### config.mk
export PLATFORM = sky130hd
export DESIGN_NAME = grid_io_param_ccff
export DESIGN_NICKNAME = d
export VERILOG_FILES = /design/src/rtl/grid_io_param_ccff.sv
export SDC_FILE = /design/constraint.sdc
export NUM_CORES = 1
export LEC_CHECK = 0
export BUFFER_PORTS_ARGS = -buffer_cell sky130_fd_sc_hd__buf_2
export CAP_MARGIN = 40
export CORE_UTILIZATION = 49
export CTS_CLUSTER_SIZE = 10
export DETAILED_ROUTE_END_ITERATION = 12
export GPL_ROUTABILITY_DRIVEN = 0
export PLACE_DENSITY = 0.85
export SLEW_MARGIN = 20
export SYNTH_ARGS = -nofsm -noshare
export SYNTH_HDL_FRONTEND = slang
export SYNTH_SLANG_ARGS = --single-unit
### constraint.sdc
create_clock -name prog_clk -period 2.1 [get_ports prog_clk]
set_clock_uncertainty 0.15 [all_clocks]
set_input_delay 0.21 -clock prog_clk [delete_from_list [all_inputs] [get_ports prog_clk]]
set_output_delay 0.21 -clock prog_clk [all_outputs]
set_load 0.005 [all_outputs]
### src/rtl/grid_io_param_ccff.sv
// grid_io_param_ccff: I/O grid tile with NUM_PADS GPIO subtiles behind one
// configuration-chain segment. Each pad holds two config bits (oe, inv).
// Fabric<->pad paths stay in a safe state until the chain is fully loaded.
// Optional feature macro: GRID_IO_CFG_PARITY_EN adds one even-parity bit at
// the far end of the chain and raises config_error on a bad bitstream.
module grid_io_param_ccff #(
  parameter int   NUM_PADS = 8,
  parameter logic SAFE_IN  = 1'b0
) (
  input  logic                prog_clk,
  input  logic                pReset,
  input  logic                ccff_en,
  input  logic                ccff_head,
  output logic                ccff_tail,
  input  logic [NUM_PADS-1:0] outpad,
  output logic [NUM_PADS-1:0] inpad,
  output logic [NUM_PADS-1:0] pad_o,
  output logic [NUM_PADS-1:0] pad_oe,
  input  logic [NUM_PADS-1:0] pad_i,
  output logic                config_done,
  output logic                config_error
);

`ifdef GRID_IO_CFG_PARITY_EN
  localparam int CHAIN_LEN = 2 * NUM_PADS + 1;
`else
  localparam int CHAIN_LEN = 2 * NUM_PADS;
`endif
  localparam int CNT_W = $clog2(CHAIN_LEN + 1);
  localparam logic [CNT_W-1:0] CNT_ONE  = CNT_W'(1);
  localparam logic [CNT_W-1:0] CNT_LAST = CNT_W'(CHAIN_LEN - 1);
  localparam logic [CNT_W-1:0] CNT_FULL = CNT_W'(CHAIN_LEN);

  typedef enum logic [1:0] {
    ST_IDLE = 2'd0,
    ST_LOAD = 2'd1,
    ST_DONE = 2'd2
  } state_t;

  state_t               state_q, state_d;
  logic [CNT_W-1:0]     cnt_q, cnt_d;
  logic [CHAIN_LEN-1:0] sr_q, sr_d;
  logic                 done_q, done_d;
  logic                 err_q, err_d;
  logic                 active;

  // State register: chain, bit counter, FSM and registered status flags.
  always_ff @(posedge prog_clk or posedge pReset) begin
    if (pReset) begin
      state_q <= ST_IDLE;
      cnt_q   <= '0;
      sr_q    <= '0;
      done_q  <= 1'b0;
      err_q   <= 1'b0;
    end else begin
      state_q <= state_d;
      cnt_q   <= cnt_d;
      sr_q    <= sr_d;
      done_q  <= done_d;
      err_q   <= err_d;
    end
  end

  // Next state: everything holds unless ccff_en; the chain shifts toward the tail.
  always_comb begin
    state_d = state_q;
    cnt_d   = cnt_q;
    sr_d    = sr_q;
    if (ccff_en) begin
      sr_d = {sr_q[CHAIN_LEN-2:0], ccff_head};
      case (state_q)
        ST_IDLE: begin
          cnt_d   = CNT_ONE;
          state_d = (CNT_ONE == CNT_FULL) ? ST_DONE : ST_LOAD;
        end
        ST_LOAD: begin
          if (cnt_q == CNT_LAST) begin
            cnt_d   = CNT_FULL;
            state_d = ST_DONE;
          end else begin
            cnt_d = cnt_q + CNT_ONE;
          end
        end
        ST_DONE: begin
          // Reprogramming: a fresh bitstream starts counting from one.
          cnt_d   = CNT_ONE;
          state_d = (CNT_ONE == CNT_FULL) ? ST_DONE : ST_LOAD;
        end
        default: begin
          cnt_d   = '0;
          state_d = ST_IDLE;
        end
      endcase
    end
  end

  // Status flags: done follows the FSM; error is captured on entry to DONE.
  always_comb begin
    done_d = (state_d == ST_DONE);
`ifdef GRID_IO_CFG_PARITY_EN
    if (state_d != ST_DONE) begin
      err_d = 1'b0;
    end else if (state_q != ST_DONE || ccff_en) begin
      // Even parity over every chain bit, parity bit included.
      err_d = ^sr_d;
    end else begin
      err_d = err_q;
    end
`else
    err_d = 1'b0;
`endif
  end

  assign active       = done_q & ~err_q;
  assign config_done  = done_q;
  assign config_error = err_q;
  assign ccff_tail    = sr_q[CHAIN_LEN-1];

  // Per-pad datapath: oe at even chain index, inv at the odd index above it.
  generate
    for (genvar gi = 0; gi < NUM_PADS; gi++) begin : g_pad
      logic oe_bit;
      logic inv_bit;
      assign oe_bit     = sr_q[2*gi];
      assign inv_bit    = sr_q[2*gi+1];
      assign pad_oe[gi] = active & oe_bit;
      assign pad_o[gi]  = active & (outpad[gi] ^ inv_bit);
      assign inpad[gi]  = active ? (pad_i[gi] ^ inv_bit) : SAFE_IN;
    end
  endgenerate

endmodule
==> results of run 1 <==
==> routing by layer <==
layer | global-route usage [%] | vias to the layer above | part of all wire [%]
met5 | 0 | - | 0
met4 | 5.263 | 0 | 0.22
met3 | 2.825 | 2 | 5.8
met2 | 33.13 | 30 | 49
met1 | 19.23 | 446 | 45
li1 | - | 469 | -
==> tightest hold or removal path, stage by stage <==
cell,delay [ps]
buf_2,280
nand2_1,130
o22ai_1,60
==> worst max-delay path by stage <==
stage	slack, ps	end
3_5_place_dp	280	cnt_q[0]
6_report	240	cnt_q[0]
3_3_place_gp	370	cnt_q[0]
4_1_cts	240	cnt_q[0]
2_1_floorplan	430	cnt_q[0]
5_1_grt	120	cnt_q[0]
==> sequential cells by signal, summed over array words and instances, names as in the netlist <==
register,flops
sr_q,16
cnt_q,5
state_q,2
config_done,1
==> power breakdown <==
part / internal [uW] / total, uW / switching [uW] / leakage [uW]
Clock: 66.7 / 180 / 114 / 0.0000138
Combinational: 242 / 389 / 147 / 0.000525
Sequential: 625 / 784 / 160 / 0.000290
Total: 934 / 1350 / 420 / 0.000829
==> final cells by class <==
class | count | area, sq um | area share (%)
Timing Repair Buffer | 48 | 252.7 | 15.93
Inverter | 5 | 18.77 | 1.183
Sequential cell | 24 | 600.6 | 37.85
Tap cell | 30 | 37.54 | 2.366
Clock buffer | 3 | 22.52 | 1.420
Multi-Input combinational cell | 80 | 654.4 | 41.25
==> cells by family after synthesis <==
group	Yosys count
xor+xnor	16
other cells	1
buf+inv	11
flops	24
fa+ha+maj	2
simple gates	34
mux	16
compound gates	11
==> what timing repair did <==
action                     in CTS  in global routing
resized for setup               0                  0
setup endpoints to repair       0                  0
hold endpoints to repair       25                  0
hold buffers                    2                  0
==> metrics by stage <==
stage,cell area (sq um),total power [uW],hold slack [ps],std cells,utilization (%)
2_1_floorplan,1316,1069,74.62,115,-
5_1_grt,1587,1474,297.6,190,63.46
6_report,1587,1354,259.5,190,63.46
4_1_cts,1587,1376,245.5,190,63.46
3_5_place_dp,1544,1187,114.1,185,61.76
3_3_place_gp,1544,1149,106.6,185,61.76
==> cell usage in the layout, fill, tap and decap left out, types with 2 or more instances in the layout <==
cell type / instances
and2_1: 24
and3_1: 2
buf_2: 45
clkbuf_4: 3
dfrtp_1: 24
dlygate4sd3_1: 2
ha_1: 2
inv_1: 5
mux2_2: 16
nand2_1: 2
nor2b_1: 2
o21a_1: 2
o22ai_1: 3
xor2_1: 16
==> impl_metrics.ini, run 1 <==
[power_and_ir_drop]
ir_drop_uv = 698.5
p_per_area_nw_per_um2 = 853.3
leakage_uw = 0.0008294

[floorplan]
dieWidth_um = 53.83
fp.dieH_um = 53.83
pin_count = 47
initial_core_util_pct = 52.65
dieArea_sq_um = 2898
core_sq_um = 2500
row_count = 18

[clock_tree]
root_buffer = clkbuf_4
clock_path_buffers = 2
path_clk_slew_ps = 110
clkLatencyLatePin_ps = 300
tritoncts = built
cts_buffers = 3
cts_htree_levels = 1
clkSinkCount = 24
postCtsSetupBuffers = 0

[setup_path]
timing.rr.start = cnt_q[0]
crit_chain = ha_1 -> and3_1 -> ha_1 -> o311ai_0 -> o21a_1
crit_path_frequent_cell = ha_1
worstReg2RegEnd = cnt_q[0]
worstSetupStartpointType = flop
cp-end-kind = flop
crit_fanout = 6
critPathLaunch = cnt_q[0]
critPathKind = flop to flop
path_delay_family = compound AO/OA/AOI/OAI gates
slowest_stage = dfrtp_1
cp_num_buf_inv = 0
arrival_ps = 1960
rrSetupSlack_ps = 240
reg2regPathDepth = 5
crit_required_ps = 2190
path_depth = 5
max_stage_delay_ps = 420

[yosys]
ys_seq_area_share_pct = 45.63
synthMuxAreaShare_pct = 13.69
synth_fa_ha_area_share_pct = 1.901
synth_top_cells_by_count = and2_1 (24), dfrtp_1 (24), mux2_2 (16), xor2_1 (16), inv_1 (5)
ys.flop_type = dfrtp_1
synthXorXnorAreaFrac_pct = 10.65
synth.net_count = 137
postSynthAreaPerCell_sq_um = 11.45
synthTopCellsByArea = dfrtp_1 (46%), mux2_2 (14%), and2_1 (11%), xor2_1 (11%), ha_1 (1.9%)
synth_seq_cells = 24
synth-simple-area-share_pct = 16.73
synth_compound_area_share_pct = 6.464
synth-edff-count = 0
ys_types = 26
synth_top_area_cell = dfrtp_1
syn_inst = 115
ys_warn_count = 0
async_reset_ff_share_pct = 100.0
syn_area_sq_um = 1316
synth_top_family_by_area = simple AND/OR/NAND/NOR gates
yosysTopAreaCellShare_pct = 45.63

[final_layout]
layout-drive-gt1-share_pct = 42.50
fillers = 198
finalNetCount = 184
diodes = 0
syn2layout_area_growth_pct = 20.53

[outcome]
status = completed

[hold_path]
min_to = cnt_q[1]
hp-class = input port to flop
hold_start = ccff_en
holdPathStages = 3

[flow_run]
drv_cap = 0

[route]
dr.pass1.iters = 3
vias = 947
avgRoutedWirePerCell_um = 11.88
drc = 0
ant_nets = 0
drt_iter0_drc = 6
routed_via_density = 4.984
routed_wl_um = 2257

[sta]
tightest_slew_ps = 547.3
fin_ws_ps = 238.3
clock.fmax_ghz = 0.5371
hold_violations = 0
setup_viol = 0
finalCritPeriodShare_pct = 88.65
timing.final.crit_period_ps = 1862
grt_setup_unrepaired = no
slew_headroom_pct = 63.51
drv_slew = 0
setup-tns-final_ps = 0

[global_routing]
grt_overflow = 0
grt_usage_pct = 17.33
grt_pass1_vias = 878
grt_pass1_wl_um = 3608
grt_max_degree = 30
antenna_found_initial = 0

[placement]
dp_slack_ps = 283.5
port_buffers = 45
(Power assumes the default switching activity.)
==> inputs of run 2 (changes only) <==
Settings changed: GPL_TIMING_DRIVEN set to 0.
==> run 2 against run 1 <==
Effect of this change: fmax fell by 1.9%; cell count rose by 2.6%; largest power group unchanged; combinational power rose by 5.1%.
==> impl_metrics.ini, run 2 (synthesis results as in run 1) <==
[outcome]
status = completed

[final_layout]
largest_register_ffs = 16
instances_no_fill = 195
diodes = 0
top_register = sr_q
finalNetCount = 189
layout_common_cells = buf_2 (45), and2_1 (24), dfrtp_1 (24)
reg_top3 = sr_q: 16 flops, cnt_q: 5 flops, state_q: 2 flops
fillers = 192
multi_input_area_sq_um = 654.4
final-seq-area_sq_um = 600.6
syn2layout_area_growth_pct = 23.95
layout-drive-gt1-share_pct = 43.03
layout_commonest_cell = buf_2

[route]
drc = 0
avgRoutedWirePerCell_um = 12.44
vias = 992
dr.pass1.iters = 4
routed_via_density = 5.087
drt_iter0_drc = 6
ant_nets = 0
routed_wl_um = 2426

[floorplan]
dieArea_sq_um = 2898
initial_core_util_pct = 52.65
pin_count = 47
fp.dieH_um = 53.83
row_count = 18
dieWidth_um = 53.83
core_sq_um = 2500

[setup_path]
worstSetupStartpointType = flop
arrival_ps = 2000
crit_required_ps = 2210
critPathKind = flop to flop
cp-end-kind = flop
crit_fanout = 6

[clock_tree]
clkLatencyLatePin_ps = 310
tritoncts = built
clkSinkCount = 24
cts_resized = 0
cts_buffers = 3
clock_path_buffers = 2
root_buffer = clkbuf_4
path_clk_slew_ps = 120
cts_htree_levels = 1

[power_and_ir_drop]
ir_drop_uv = 593.2
power_switching_uw = 441.7
p_per_area_nw_per_um2 = 848.1
power_uw = 1384
internal_power_uw = 942.0
combPwrFrac_pct = 29.6
leakage_uw = 0.0008519
seqPwrFrac_pct = 56.6
netSwitchingFraction_pct = 31.92
power_frac_clock_pct = 13.9

[sta]
grt_setup_unrepaired = no
clock.fmax_ghz = 0.5269
timing.final.crit_period_ps = 1898
hold_violations = 0
setup_viol = 0
drv_slew = 0
fin_ws_ps = 202.1
finalCritPeriodShare_pct = 90.38
setup-tns-final_ps = 0

[global_routing]
grt_usage_pct = 17.91
gr-usage-met1_pct = 21.53
grt_max_degree = 14
grt_pass1_vias = 859
met2_usage_pct = 32.51
antenna_found_initial = 0
use_met3_pct = 3.390
top_usage_layer = met2
grt_pass1_wl_um = 3705
grt_overflow = 0

[placement]
dpl.cell_count = 190
dp_slack_ps = 245.6
hpwl_um = 1912
port_buffers = 44

[hold_path]
hp-class = input port to flop

[flow_run]
drv_cap = 0
[run 2: cell types whose count changed in the layout (fill, tap and decap cells not counted), sizes merged]
cell,change
buf,+3
clkbuf,+2
[run 2: power by group through the flow]
stage | clock (uW) | sequential, uW | combinational (uW)
after floorplan | 0 | 748 | 321
after global placement | 0 | 778 | 373
after detailed placement | 0 | 793 | 409
after CTS | 198 | 782 | 415
after global routing | 212 | 810 | 465
final | 192 | 783 | 409
[run 2: cell type report]
type | instances | share of cell area [%]
repair buffers | 47 | 15.64
clock buffers | 3 | 1.380
well taps | 30 | 2.301
plain buffers | 6 | 2.607
multi-input cells | 80 | 40.11
flip-flops and latches | 24 | 36.81
inverters | 5 | 1.150
[run 2: critical path, cell delays in order, from the launching register on]
cell	delay, ps
dfrtp_1	440
ha_1	240
and3_1	190
ha_1	260
o311ai_0	390
o21a_1	180
[run 2: metrics by stage]
stage | hold slack (ps) | util [%] | instance area (sq um)
after CTS | 8.302 | 65.27 | 1632
after global placement | 268.5 | 62.96 | 1574
final | 26.72 | 65.27 | 1632
after global routing | 10.79 | 65.27 | 1632
after detailed placement | 103.9 | 63.56 | 1589
after floorplan | 74.62 | - | 1316
[run 2: what timing repair did]
item                                    in CTS  in global routing
endpoints found under the setup margin       0                  0
hold buffers                                 2                  0
hold endpoints to repair                    12                  0
buffers inserted                             0                  0
[run 2: worst paths after layout]
path | from | slack [ps] | end | cells past startpoint
worst max-delay path | cnt_q[0] | 200 | cnt_q[0] | 5
worst min-delay path | ccff_en | 30 | cnt_q[4] | 3
worst max register to register | cnt_q[0] | 200 | cnt_q[0] | 5
worst min register to register | sr_q[6] | 390 | sr_q[7] | 1
max in group asynchronous | pReset | 1050 | sr_q[5] | 4
min in group asynchronous | pReset | 300 | state_q[0] | 3
[run 2: metal layers]
metal  wire length, um  up-vias
met2              1224       36
met1              1031      464
met5                 0        -
met3               144        4
met4                25        0
li1                  -      488
